`config.mk`:
```
export PLATFORM = sky130hd
export DESIGN_NAME = imem_loader
export DESIGN_NICKNAME = d
export VERILOG_FILES = /design/src/rtl/imem_loader.sv
export SDC_FILE = /design/constraint.sdc
export NUM_CORES = 1
export LEC_CHECK = 0
export ABC_AREA = 0
export CAP_MARGIN = 30
export CORE_MARGIN = 2
export CORE_UTILIZATION = 30
export DETAILED_ROUTE_END_ITERATION = 12
export PLACE_DENSITY = 0.58
export SYNTH_ARGS = -nofsm -noshare
export SYNTH_HDL_FRONTEND = slang
export SYNTH_SLANG_ARGS = --single-unit
```
`constraint.sdc`:
```
create_clock -name clk -period 1.4 [get_ports clk]
set_clock_uncertainty 0.15 [all_clocks]
set_input_delay 0.28 -clock clk [delete_from_list [all_inputs] [get_ports clk]]
set_output_delay 0.28 -clock clk [all_outputs]
set_load 0.02 [all_outputs]
```
`src/rtl/imem_loader.sv`:
```
// imem_loader: program loader for a 16-bit instruction memory.
//
// Consumes a byte image from a host link (count byte N, then 2N data bytes,
// each word high byte first) and writes one 16-bit word per pair of bytes to
// consecutive word addresses starting at 0. The CPU is held in stall while a
// load is in progress and after a malformed image.
//
// Optional feature macro: IMEM_LOADER_CHECKSUM_EN
//   When defined, a trailing byte equal to the modulo-256 sum of the count
//   byte and all data bytes is expected after the last word; a mismatch
//   aborts the load into the error state.
//
// Handshake: a byte transfers on a rising edge where in_valid & in_ready are
// both high; in_ready depends only on the current state (never on in_valid),
// so the host may hold or drop in_valid freely and in_data is ignored on any
// cycle without a transfer.
//
// Memory write port: mem_addr, mem_wr_data and mem_wr_en are registered and
// are loaded together on the edge that accepts a word's low byte, so the
// address and data are stable for the whole single-cycle write strobe. The
// address and data registers hold their last values between writes.

module imem_loader #(
  parameter int DEPTH  = 16,
  parameter int ADDR_W = 16
) (
  input  logic              clk,
  input  logic              rst,
  input  logic              start,
  input  logic              in_valid,
  input  logic [7:0]        in_data,
  output logic              in_ready,
  output logic [ADDR_W-1:0] mem_addr,
  output logic              mem_wr_en,
  output logic [15:0]       mem_wr_data,
  output logic              busy,
  output logic              done,
  output logic              error,
  output logic              cpu_stall
);

  // Word index must be able to hold N itself (up to DEPTH) for the
  // end-of-image compare.
  localparam int IDX_W = $clog2(DEPTH + 1);

  typedef enum logic [2:0] {
    S_IDLE,
    S_LEN,
    S_HI,
    S_LO,
    S_WRITE,
`ifdef IMEM_LOADER_CHECKSUM_EN
    S_CHK,
`endif
    S_DONE,
    S_ERR
  } state_t;

  state_t state;
  state_t state_nxt;

  logic [IDX_W-1:0] idx;       // index of the word currently being assembled
  logic [IDX_W-1:0] idx_inc;   // idx + 1, the index after this word's write
  logic [IDX_W-1:0] n_q;       // latched word count N of the current image
  logic [7:0]       hi_q;      // high byte of the word being assembled
  logic             xfer;      // a byte transfers on the coming edge
  logic             count_bad; // count byte is 0 or exceeds DEPTH
  logic             last_word; // the word in WRITE is the image's last one

`ifdef IMEM_LOADER_CHECKSUM_EN
  logic [7:0]       sum_q;     // running modulo-256 sum of count and data bytes
`endif

  assign xfer      = in_valid & in_ready;
  assign idx_inc   = idx + IDX_W'(1);
  assign last_word = (idx_inc == n_q);
  assign count_bad = (in_data == 8'd0) || ({24'd0, in_data} > 32'(DEPTH));

  // Status flags are pure functions of the state: DONE and ERR are only
  // left on start or reset, which gives the sticky behaviour for free.
  assign done      = (state == S_DONE);
  assign error     = (state == S_ERR);
  assign cpu_stall = busy | error;

  // State register.
  always_ff @(posedge clk) begin
    if (rst) begin
      state <= S_IDLE;
    end else begin
      state <= state_nxt;
    end
  end

  // Next-state, byte-accept and busy decode. The byte-accepting states use
  // in_valid directly since in_ready is 1 in each of them, keeping in_ready
  // free of any path from in_valid.
  always_comb begin
    state_nxt = state;
    in_ready  = 1'b0;
    busy      = 1'b0;
    case (state)
      S_IDLE, S_DONE, S_ERR: begin
        if (start) begin
          state_nxt = S_LEN;
        end
      end
      S_LEN: begin
        in_ready = 1'b1;
        busy     = 1'b1;
        if (in_valid) begin
          state_nxt = count_bad ? S_ERR : S_HI;
        end
      end
      S_HI: begin
        in_ready = 1'b1;
        busy     = 1'b1;
        if (in_valid) begin
          state_nxt = S_LO;
        end
      end
      S_LO: begin
        in_ready = 1'b1;
        busy     = 1'b1;
        if (in_valid) begin
          state_nxt = S_WRITE;
        end
      end
      S_WRITE: begin
        // The write strobe is high during this cycle; no byte is taken so
        // the next high byte cannot overtake the word being written.
        busy = 1'b1;
        if (last_word) begin
`ifdef IMEM_LOADER_CHECKSUM_EN
          state_nxt = S_CHK;
`else
          state_nxt = S_DONE;
`endif
        end else begin
          state_nxt = S_HI;
        end
      end
`ifdef IMEM_LOADER_CHECKSUM_EN
      S_CHK: begin
        in_ready = 1'b1;
        busy     = 1'b1;
        if (in_valid) begin
          state_nxt = (in_data == sum_q) ? S_DONE : S_ERR;
        end
      end
`endif
      default: begin
        state_nxt = S_IDLE;
      end
    endcase
  end

  // Datapath: word index, count latch, byte assembly and the registered
  // memory write port. A new load clears the index (and checksum) but not
  // the memory port registers, which keep their last written values.
  always_ff @(posedge clk) begin
    if (rst) begin
      idx         <= '0;
      n_q         <= '0;
      hi_q        <= 8'd0;
      mem_addr    <= '0;
      mem_wr_en   <= 1'b0;
      mem_wr_data <= 16'd0;
    end else begin
      mem_wr_en <= 1'b0;
      case (state)
        S_IDLE, S_DONE, S_ERR: begin
          if (start) begin
            idx <= '0;
          end
        end
        S_LEN: begin
          if (xfer) begin
            // A bad count is discarded with the jump to ERR, so truncation
            // here only ever drops bits of an out-of-range value.
            n_q <= IDX_W'(in_data);
          end
        end
        S_HI: begin
          if (xfer) begin
            hi_q <= in_data;
          end
        end
        S_LO: begin
          if (xfer) begin
            mem_wr_en   <= 1'b1;
            mem_addr    <= ADDR_W'(idx);
            mem_wr_data <= {hi_q, in_data};
          end
        end
        S_WRITE: begin
          idx <= idx_inc;
        end
        default: begin
        end
      endcase
    end
  end

`ifdef IMEM_LOADER_CHECKSUM_EN
  // Checksum accumulator: sums the count byte and every data byte accepted
  // in this load; cleared when a new load starts.
  always_ff @(posedge clk) begin
    if (rst) begin
      sum_q <= 8'd0;
    end else begin
      case (state)
        S_IDLE, S_DONE, S_ERR: begin
          if (start) begin
            sum_q <= 8'd0;
          end
        end
        S_LEN, S_HI, S_LO: begin
          if (xfer) begin
            sum_q <= sum_q + in_data;
          end
        end
        default: begin
        end
      endcase
    end
  end
`endif

endmodule
```
==> run summary, run 1 <==
N_diodes: 0
Worst setup EP type: primary output
HPWL Detailed: 3.60 mm
Core Area: 6030 sq um
Critical path class: reg2out
Critical-path top delay cell: dfxtp_4
H-tree depth: 2
Hold wc startpoint: hi_q[2]
Initial antenna violation count: 0
Outcome: finished, violations left
XOR/XNOR Fraction of Synth Area: 0.0369
FMAX: 0.569 GHz
Largest family of logic cells by synthesized area: simple AND/OR/NAND/NOR gates
Share of the yosys chip area belonging to registers: 0.454
Clk sinks: 43
Met1 Track Usage GR: 0.201
Worst-path clk slew: 90 ps
Die W: 83.5 um
Multiplexer area fraction after synthesis: 0.0264
Worst path cell trace: and2b_2, nand2_2, inv_2, or2_4, buf_6
Mean Syn Cell Area: 7.88 sq um
Initial Util: 0.315
Failing checks: setup timing
Clock Latency Late Sink: 300 ps
Area of the multi-input gates: 1330 sq um
Hold crit path type: reg2reg
DRC viols: 0
Grt total ovfl: 0
Fin nets: 335
CP peak stage delay: 370 ps
# setup viols final: 47
# IOs: 50
Commonest non-fill, non-tap cell in the layout: dfxtp_1
Req. time, crit path: 970 ps
Adder-cell share of the synthesized area: 0.00659
Initial DRC count: 97
Worst-path fanout max: 3
Fin crit period: 1760 ps
RSZ-0062 raised after global routing: yes
Worst VDD drop: 742 uV
FF+latch area: 876 sq um
P_sw: 945 uW
DR pass1 iterations: 4
Distinct cells, synth: 37
CTS tree: yes
Placed cell area: 2620 sq um
Max Cap Viol: 0
Power Internal: 2300 uW
Cts bufs inserted: 5
Met2 Use GR: 0.241
Commonest non-fill, non-tap cells in the layout: 37 x dfxtp_1, 35 x buf_4, 34 x nand2_1
Fin crit share: 1.26
Clock share of power: 0.310
Fillers: 587
Rows: 28
Sw Ratio: 0.291
Synth Area in Compound Gates: 0.155
Post-route cell area: 3170 sq um
Gpl congestion: 0.828
Syn Inst Count: 241
CP Launch Type: register
Global Route met3 Usage: 0.0336
R2R Path Start: state[1]
CP Data Arrival Time: 1330 ps
Worst Slack Setup Final: -358 ps
Vias: 1,894
Simple logic cell fraction of the synthesized area: 0.241
P_leak: 0.00137 uW
Pins Over Slew Limit: 0
Part of the power in registers: 0.403
Worst Hold Margin: 307 ps
WL/cell: 14.2 um
Die area: 6980 sq um
Die Y: 83.5 um
Crit path from: state[1]
Logic pwr share: 0.286
Clock Path Buffers: 2
Endpoints failing hold: 0
Root buffer selected by CTS: clkbuf_8
#FFs+latches synth: 43
Grt peak-use layer: met2
GR Util All Layers: 0.150
Final wirelength: 5.64 mm
Largest net degree at the start of global routing: 17
Via density per instance: 4.76
Power Dens Cells: 1020 nW/um^2
Global-route wire length before repair: 8.56 mm
Number of global-route vias before repair: 1,769
Share of cells above drive strength 1: 0.517
Synthesis Warnings: 0
ANT nets after route: 0
Port Buffers: 38
Area delta synth->final: 67.2%
Cell Area, Synth: 1900 sq um
## power groups by stage
stage	Sequential [uW]	Clock, uW	Combinational [uW]
5_1_grt	1310	1080	992
6_report	1310	1010	929
3_3_place_gp	1330	0	694
3_5_place_dp	1330	0	697
4_1_cts	1300	1040	785
2_1_floorplan	1330	0	395
## layout make-up
class	count	area share
clock buffers	6	0.0260
clock inverters	2	0.0110
inverters	3	0.00355
multi-input cells	182	0.419
flip-flops and latches	43	0.276
well taps	75	0.0296
repair buffers	87	0.235
## Yosys cell counts
master | count | area (sq um)
a211oi_1 | 1 | 7.51
a21oi_1 | 35 | 175
a22oi_1 | 1 | 7.51
a2bb2o_1 | 1 | 10.0
a311oi_1 | 2 | 17.5
and2_1 | 1 | 6.26
and2_2 | 1 | 7.51
and2b_2 | 1 | 8.76
buf_2 | 3 | 15.0
buf_4 | 11 | 82.6
buf_6 | 1 | 11.3
clkbuf_1 | 8 | 30.0
conb_1 | 1 | 3.75
dfxtp_1 | 43 | 861
ha_1 | 1 | 12.5
inv_1 | 3 | 11.3
mux2i_1 | 5 | 50.1
nand2_1 | 65 | 244
nand3_1 | 4 | 20.0
nor2_1 | 22 | 82.6
nor2b_1 | 1 | 6.26
nor2b_2 | 1 | 8.76
nor3_1 | 1 | 5.00
nor3b_1 | 3 | 22.5
nor3b_4 | 1 | 18.8
nor4_1 | 1 | 6.26
o2111ai_1 | 1 | 8.76
o21ai_0 | 7 | 35.0
o21bai_1 | 1 | 7.51
o2bb2ai_1 | 1 | 8.76
o311ai_1 | 1 | 8.76
o31ai_1 | 1 | 7.51
or2_1 | 1 | 6.26
or2_2 | 1 | 6.26
or4_1 | 1 | 7.51
xnor2_1 | 4 | 35.0
xor2_1 | 4 | 35.0
## critical path, delay by kind of cell, from the launching register on
family | cells | cell delay (ps)
buf+inv | 2 | 170
simple gates | 3 | 490
flops | 1 | 370
## path summary, 6_finish.rpt
| kind | endpoint | slack (ps) | cells past startpoint |
|---|---|---|---|
| worst max-delay path | cpu_stall | -360 | 5 |
| worst min-delay path | mem_wr_data[10] | 310 | 2 |
| worst max register to register | state[2] | -300 | 5 |
| worst min register to register | mem_wr_data[10] | 310 | 2 |
## kinds of logic (layout without fill, tap and decap cells)
group,Yosys count,count (layout)
simple gates,105,105
flops,43,43
xor+xnor,8,8
compound gates,52,52
buf+inv,26,98
mux,5,5
fa+ha+maj,1,1
other cells,1,11
## stage by stage
step	setup TNS [ps]	power (uW)	setup slack, ps	cells	util
floorplan	-252	1720	-125	251	-
global placement	-22290	2020	-555	379	0.434
detailed placement	-22370	2020	-553	379	0.434
CTS	-6130	3120	-355	393	0.480
global route	-10110	3380	-419	398	0.527
finish	-7260	3240	-358	398	0.527
## repair_timing
item                                    in CTS  in global routing
buffers inserted                             5                  4
gates cloned                                 1                  1
endpoints found under the setup margin      69                 65
hold buffers                                 0                  0
gates resized for setup                    101                109
hold endpoints to repair                     0                  0
pin swaps                                   27                 49
## state kept, by name (all words and copies together), names as in the netlist
| signal | cells |
|---|---|
| hi_q | 8 |
| idx | 5 |
| mem_addr | 5 |
| mem_wr_data | 16 |
| mem_wr_en | 1 |
| n_q | 5 |
| state | 3 |
## metal layers
metal	wire length, um	vias to the layer above
li1	-	942
met1	2560	897
met2	2760	51
met3	258	4
met4	53	0
met5	0	-
No activity file was read; power rests on OpenSTA's default activity.
==> inputs of run 2 (changes only) <==
Settings changed: CORE_MARGIN 2 to not set.
==> run 2 against run 1 <==
Compared with the run above: the flow still finishes with violations (setup timing); wire length grew 13%; die area shrank 4.7%; worst setup slack lost 9.2 ps; cell area grew 5.8%; clock power shrank 4%; utilization grew 3.0 points; critical path depth is the same; first-iteration DRC count grew 35%; sequential cell count is the same; via count grew 6.5%; power shrank 0.65%; critical path type unchanged; critical endpoint unchanged; largest power group unchanged; highest routed layer unchanged.
==> run summary, run 2 (synthesis results as in run 1) <==
Outcome: finished, violations left
Failing checks: setup timing
Dpl ws: -503 ps
Initial Util: 0.315
CP peak stage delay: 350 ps
Worst Hold End: mem_wr_data[6]
Vias: 2,017
Area delta synth->final: 76.9%
Power Dens Cells: 960 nW/um^2
HPWL Detailed: 3.54 mm
WL/cell: 15.5 um
N_diodes: 0
Hold Buf Count CTS: 0
Die area: 6650 sq um
Global-route wire length before repair: 9.82 mm
CTS tree: yes
GR Util All Layers: 0.202
Gpl congestion: 0.806
Commonest non-fill, non-tap cells in the layout: 44 x buf_4, 35 x dfxtp_1, 27 x nand2_1
Clock Path Buffers: 2
Worst Slack Setup Final: -367 ps
Worst setup EP type: primary output
P_leak: 0.00138 uW
Fin crit share: 1.26
Hold crit path type: reg2reg
Largest register FFs: 16
Most flop-heavy register: mem_wr_data
Cts bufs inserted: 5
Reg2Reg Depth: 8
Root buffer selected by CTS: clkbuf_8
Fin nets: 348
CP Launch Type: register
Worst-path clk slew: 90 ps
Fin crit period: 1770 ps
Clk sinks: 43
Hold path cells: 2
R2R Path Start: state[0]
Share of cells above drive strength 1: 0.551
Endpoints failing hold: 0
Largest registers: mem_wr_data (16), hi_q (8)
Hold wc startpoint: mem_wr_data[6]
Final Util: 0.557
Via density per instance: 4.91
Worst path bufs/invs: 2
Die W: 81.5 um
Clock Latency Late Sink: 300 ps
Final wirelength: 6.38 mm
Worst-path fanout max: 3
Critical-path top delay cell: dfxtp_2
R2R Path End: mem_wr_data[9]
Worst VDD drop: 657 uV
R2R setup slack: -280 ps
Core Area: 6030 sq um
# IOs: 50
Die Y: 81.5 um
RSZ-0062 raised after global routing: yes
# setup viols final: 45
H-tree depth: 2
Fillers: 537
CP Data Arrival Time: 1340 ps
Number of global-route vias before repair: 1,961
DRC viols: 0
Initial antenna violation count: 0
Initial DRC count: 131
FF+latch area: 878 sq um
Area of the multi-input gates: 1330 sq um
Largest net degree at the start of global routing: 14
CP delay by family, top: simple AND/OR/NAND/NOR gates
ANT nets after route: 0
FMAX: 0.566 GHz
Pins Over Slew Limit: 0
Commonest non-fill, non-tap cell in the layout: buf_4
Req. time, crit path: 970 ps
Critical path class: reg2out
Grt total ovfl: 0
Port Buffers: 38
DR pass1 iterations: 4
Max Cap Viol: 0
Worst path cell trace: and2b_2, nand2_2, inv_2, or2_4, buf_6
Rows: 28
-- run 2: how the worst max path moves through the flow --
stage / startpoint / cells past startpoint / to
finish: state[0] / 5 / cpu_stall
global route: state[0] / 5 / cpu_stall
floorplan: state[0] / 4 / cpu_stall
CTS: state[0] / 5 / cpu_stall
detailed placement: in_valid / 7 / mem_wr_data[13]
global placement: in_valid / 6 / n_q[3]
-- run 2: repair_timing --
action	4_1_cts	5_1_grt
endpoints found under the setup margin	70	66
pin swaps	48	19
cloned	6	0
setup buffers	17	9
gates resized for setup	155	77
-- run 2: power by group --
part	switching [uW]	internal, uW	total, uW
clock	440	534	974
combinational	487	453	940
sequential	40.4	1270	1310
-- run 2: metrics by stage --
stage / total power (uW) / setup TNS [ps] / instance area [sq um] / cells / hold WS [ps]
after floorplan: 1720 / -252 / 1980 / 251 / 266
after global placement: 2010 / -20550 / 2650 / 380 / 293
after detailed placement: 2010 / -20360 / 2650 / 380 / 296
after CTS: 3160 / -9870 / 3320 / 411 / 305
after global routing: 3350 / -11350 / 3360 / 411 / 331
final: 3220 / -8920 / 3360 / 411 / 314
-- run 2: final cells by class --
class | count | share of cell area
repair buffers | 100 | 0.281
clock buffers | 7 | 0.0227
multi-input cells | 182 | 0.395
clock inverters | 1 | 0.00895
well taps | 75 | 0.0280
inverters | 3 | 0.00335
flip-flops and latches | 43 | 0.262
-- run 2: per-layer routing --
metal	global-route usage	routed length (um)	share of wire
met5	0	0	0
met4	0.104	137	0.021
met3	0.0467	401	0.063
met2	0.335	3120	0.49
met1	0.243	2720	0.43
-- run 2: worst min-delay path, delay by kind of cell (launching register included) --
kind            cells  cell delay [ps]
flops               1              320
compound gates      1               50
simple gates        1               50
==> inputs of run 3 (changes only) <==
Settings changed: CORE_MARGIN set to 3.
==> run 3 against run 2 <==
Compared with the run above: the run still ends with setup timing left; clock-buffer cell count stayed put; utilization grew 1.4 points; sequential cell count unchanged; non-clock buffer count rose by 4; wire length rose by 1.2%; worst hold slack lost 6.5 ps; via count hardly changed; die area is 10% higher; cell area increased by 2.5%; global-route usage shrank 2.4 points; critical path depth is the same.
==> run summary, run 3 (synthesis results as in run 1) <==
Vias: 2,015
Most flop-heavy register: mem_wr_data
Final setup TNS: -12,260 ps
Post-route cell area: 3440 sq um
P_sw: 1020 uW
Fin crit period: 1800 ps
Part of the power in registers: 0.401
N_diodes: 0
H-tree depth: 2
Grt total ovfl: 0
Area delta synth->final: 81.3%
Clock Path Buffers: 2
P_leak: 0.00139 uW
Rows: 28
Initial DRC count: 90
Port Buffers: 38
Worst-path fanout max: 3
WL/cell: 15.5 um
Cts bufs inserted: 5
Clk sinks: 43
Die Y: 85.5 um
Critical path class: reg2out
Dpl ws: -526 ps
Share of cells above drive strength 1: 0.574
RSZ-0062 raised after global routing: yes
CTS tree: yes
DRC viols: 0
DR pass1 iterations: 4
Hold Buf Count CTS: 0
Outcome: finished, violations left
Die area: 7320 sq um
Placed Cells: 379
Worst-path clk slew: 90 ps
Sw Ratio: 0.313
Global-route wire length before repair: 10.1 mm
Non-Filler Instances: 415
Fillers: 534
Final Util: 0.571
Root buffer selected by CTS: clkbuf_8
Worst Slack Setup Final: -398 ps
Endpoints failing hold: 0
Power Dens Cells: 947 nW/um^2
FMAX: 0.556 GHz
Clock Latency Late Sink: 300 ps
Logic pwr share: 0.343
Die W: 85.5 um
Pins Over Slew Limit: 0
Initial antenna violation count: 0
Via density per instance: 4.86
# setup viols final: 48
Power Internal: 2240 uW
Fin nets: 352
Gpl congestion: 0.808
Placed cell area: 2650 sq um
# IOs: 50
Fin crit share: 1.28
Max Cap Viol: 0
Number of global-route vias before repair: 2,032
Worst VDD drop: 529 uV
ANT nets after route: 0
Failing checks: setup timing
Largest registers: mem_wr_data (16), hi_q (8)
Initial Util: 0.315
Clock share of power: 0.257
GR Util All Layers: 0.178
Worst setup EP type: primary output
Largest net degree at the start of global routing: 23
CP Launch Type: register
Final wirelength: 6.45 mm
Commonest non-fill, non-tap cells in the layout: 38 x buf_4, 37 x dfxtp_1, 30 x nand2_1
HPWL Detailed: 3.59 mm
Hold crit path type: reg2reg
Core Area: 6030 sq um
Req. time, crit path: 970 ps
CP Data Arrival Time: 1370 ps
Commonest non-fill, non-tap cell in the layout: buf_4
Largest register FFs: 16
==> run 3: cell count changes in the layout (fill, tap and decap cells not counted), sizes merged <==
cell,delta
clkinv,+1
dlygate4sd2,-1
clkbuf,+3
buf,+6
bufinv,-1
bufbuf,-1
clkdlybuf4s15,-3
==> run 3: cell type report <==
type	instances	area [sq um]	share of cell area
clock inverters	1	5.00	0.00145
repair buffers	104	1010	0.293
multi-input cells	182	1360	0.395
well taps	75	93.8	0.0273
flip-flops and latches	43	876	0.254
inverters	3	11.3	0.00327
clock buffers	7	86.3	0.0251
==> run 3: routing by layer <==
| layer | vias to the layer above | global-route usage | share of wire |
|---|---|---|---|
| met5 | - | 0 | 0 |
| met4 | 0 | 0.0763 | 0.023 |
| met3 | 14 | 0.0442 | 0.050 |
| met2 | 54 | 0.284 | 0.48 |
| met1 | 964 | 0.230 | 0.45 |
| li1 | 983 | - | - |
==> run 3: worst max-delay path: stages (launching register included) <==
cell and delay (ps):
dfxtp_4 360, buf_6 110, nor2_4 130, xnor2_2 90
or2_4 250, buf_6 130
==> run 3: power by group through the flow <==
| stage | clock network, uW | registers [uW] | logic (uW) |
|---|---|---|---|
| after floorplan | 0 | 1330 | 395 |
| after global placement | 0 | 1330 | 683 |
| after detailed placement | 0 | 1330 | 688 |
| after CTS | 845 | 1300 | 942 |
| after global routing | 896 | 1310 | 1180 |
| final | 837 | 1310 | 1120 |
==> run 3: final timing paths <==
path / startpoint / endpoint / slack, ps / cells past startpoint
setup / recovery: state[1] / cpu_stall / -400 / 5
hold reg to reg: mem_wr_data[13] / mem_wr_data[13] / 310 / 2
hold / removal: mem_wr_data[13] / mem_wr_data[13] / 310 / 2
setup reg to reg: state[1] / state[2] / -340 / 6
==> run 3: repair_timing <==
item                       4_1_cts  5_1_grt
cloned                           5        0
setup endpoints to repair       70       67
pin swaps                       51       32
buffers inserted                20       10
gates resized for setup        152       89
==> run 3: metrics by stage <==
step / hold slack, ps / power [uW]
after detailed placement: 296 / 2020
after global routing: 326 / 3390
after global placement: 294 / 2010
after floorplan: 266 / 1720
final: 307 / 3260
after CTS: 304 / 3090
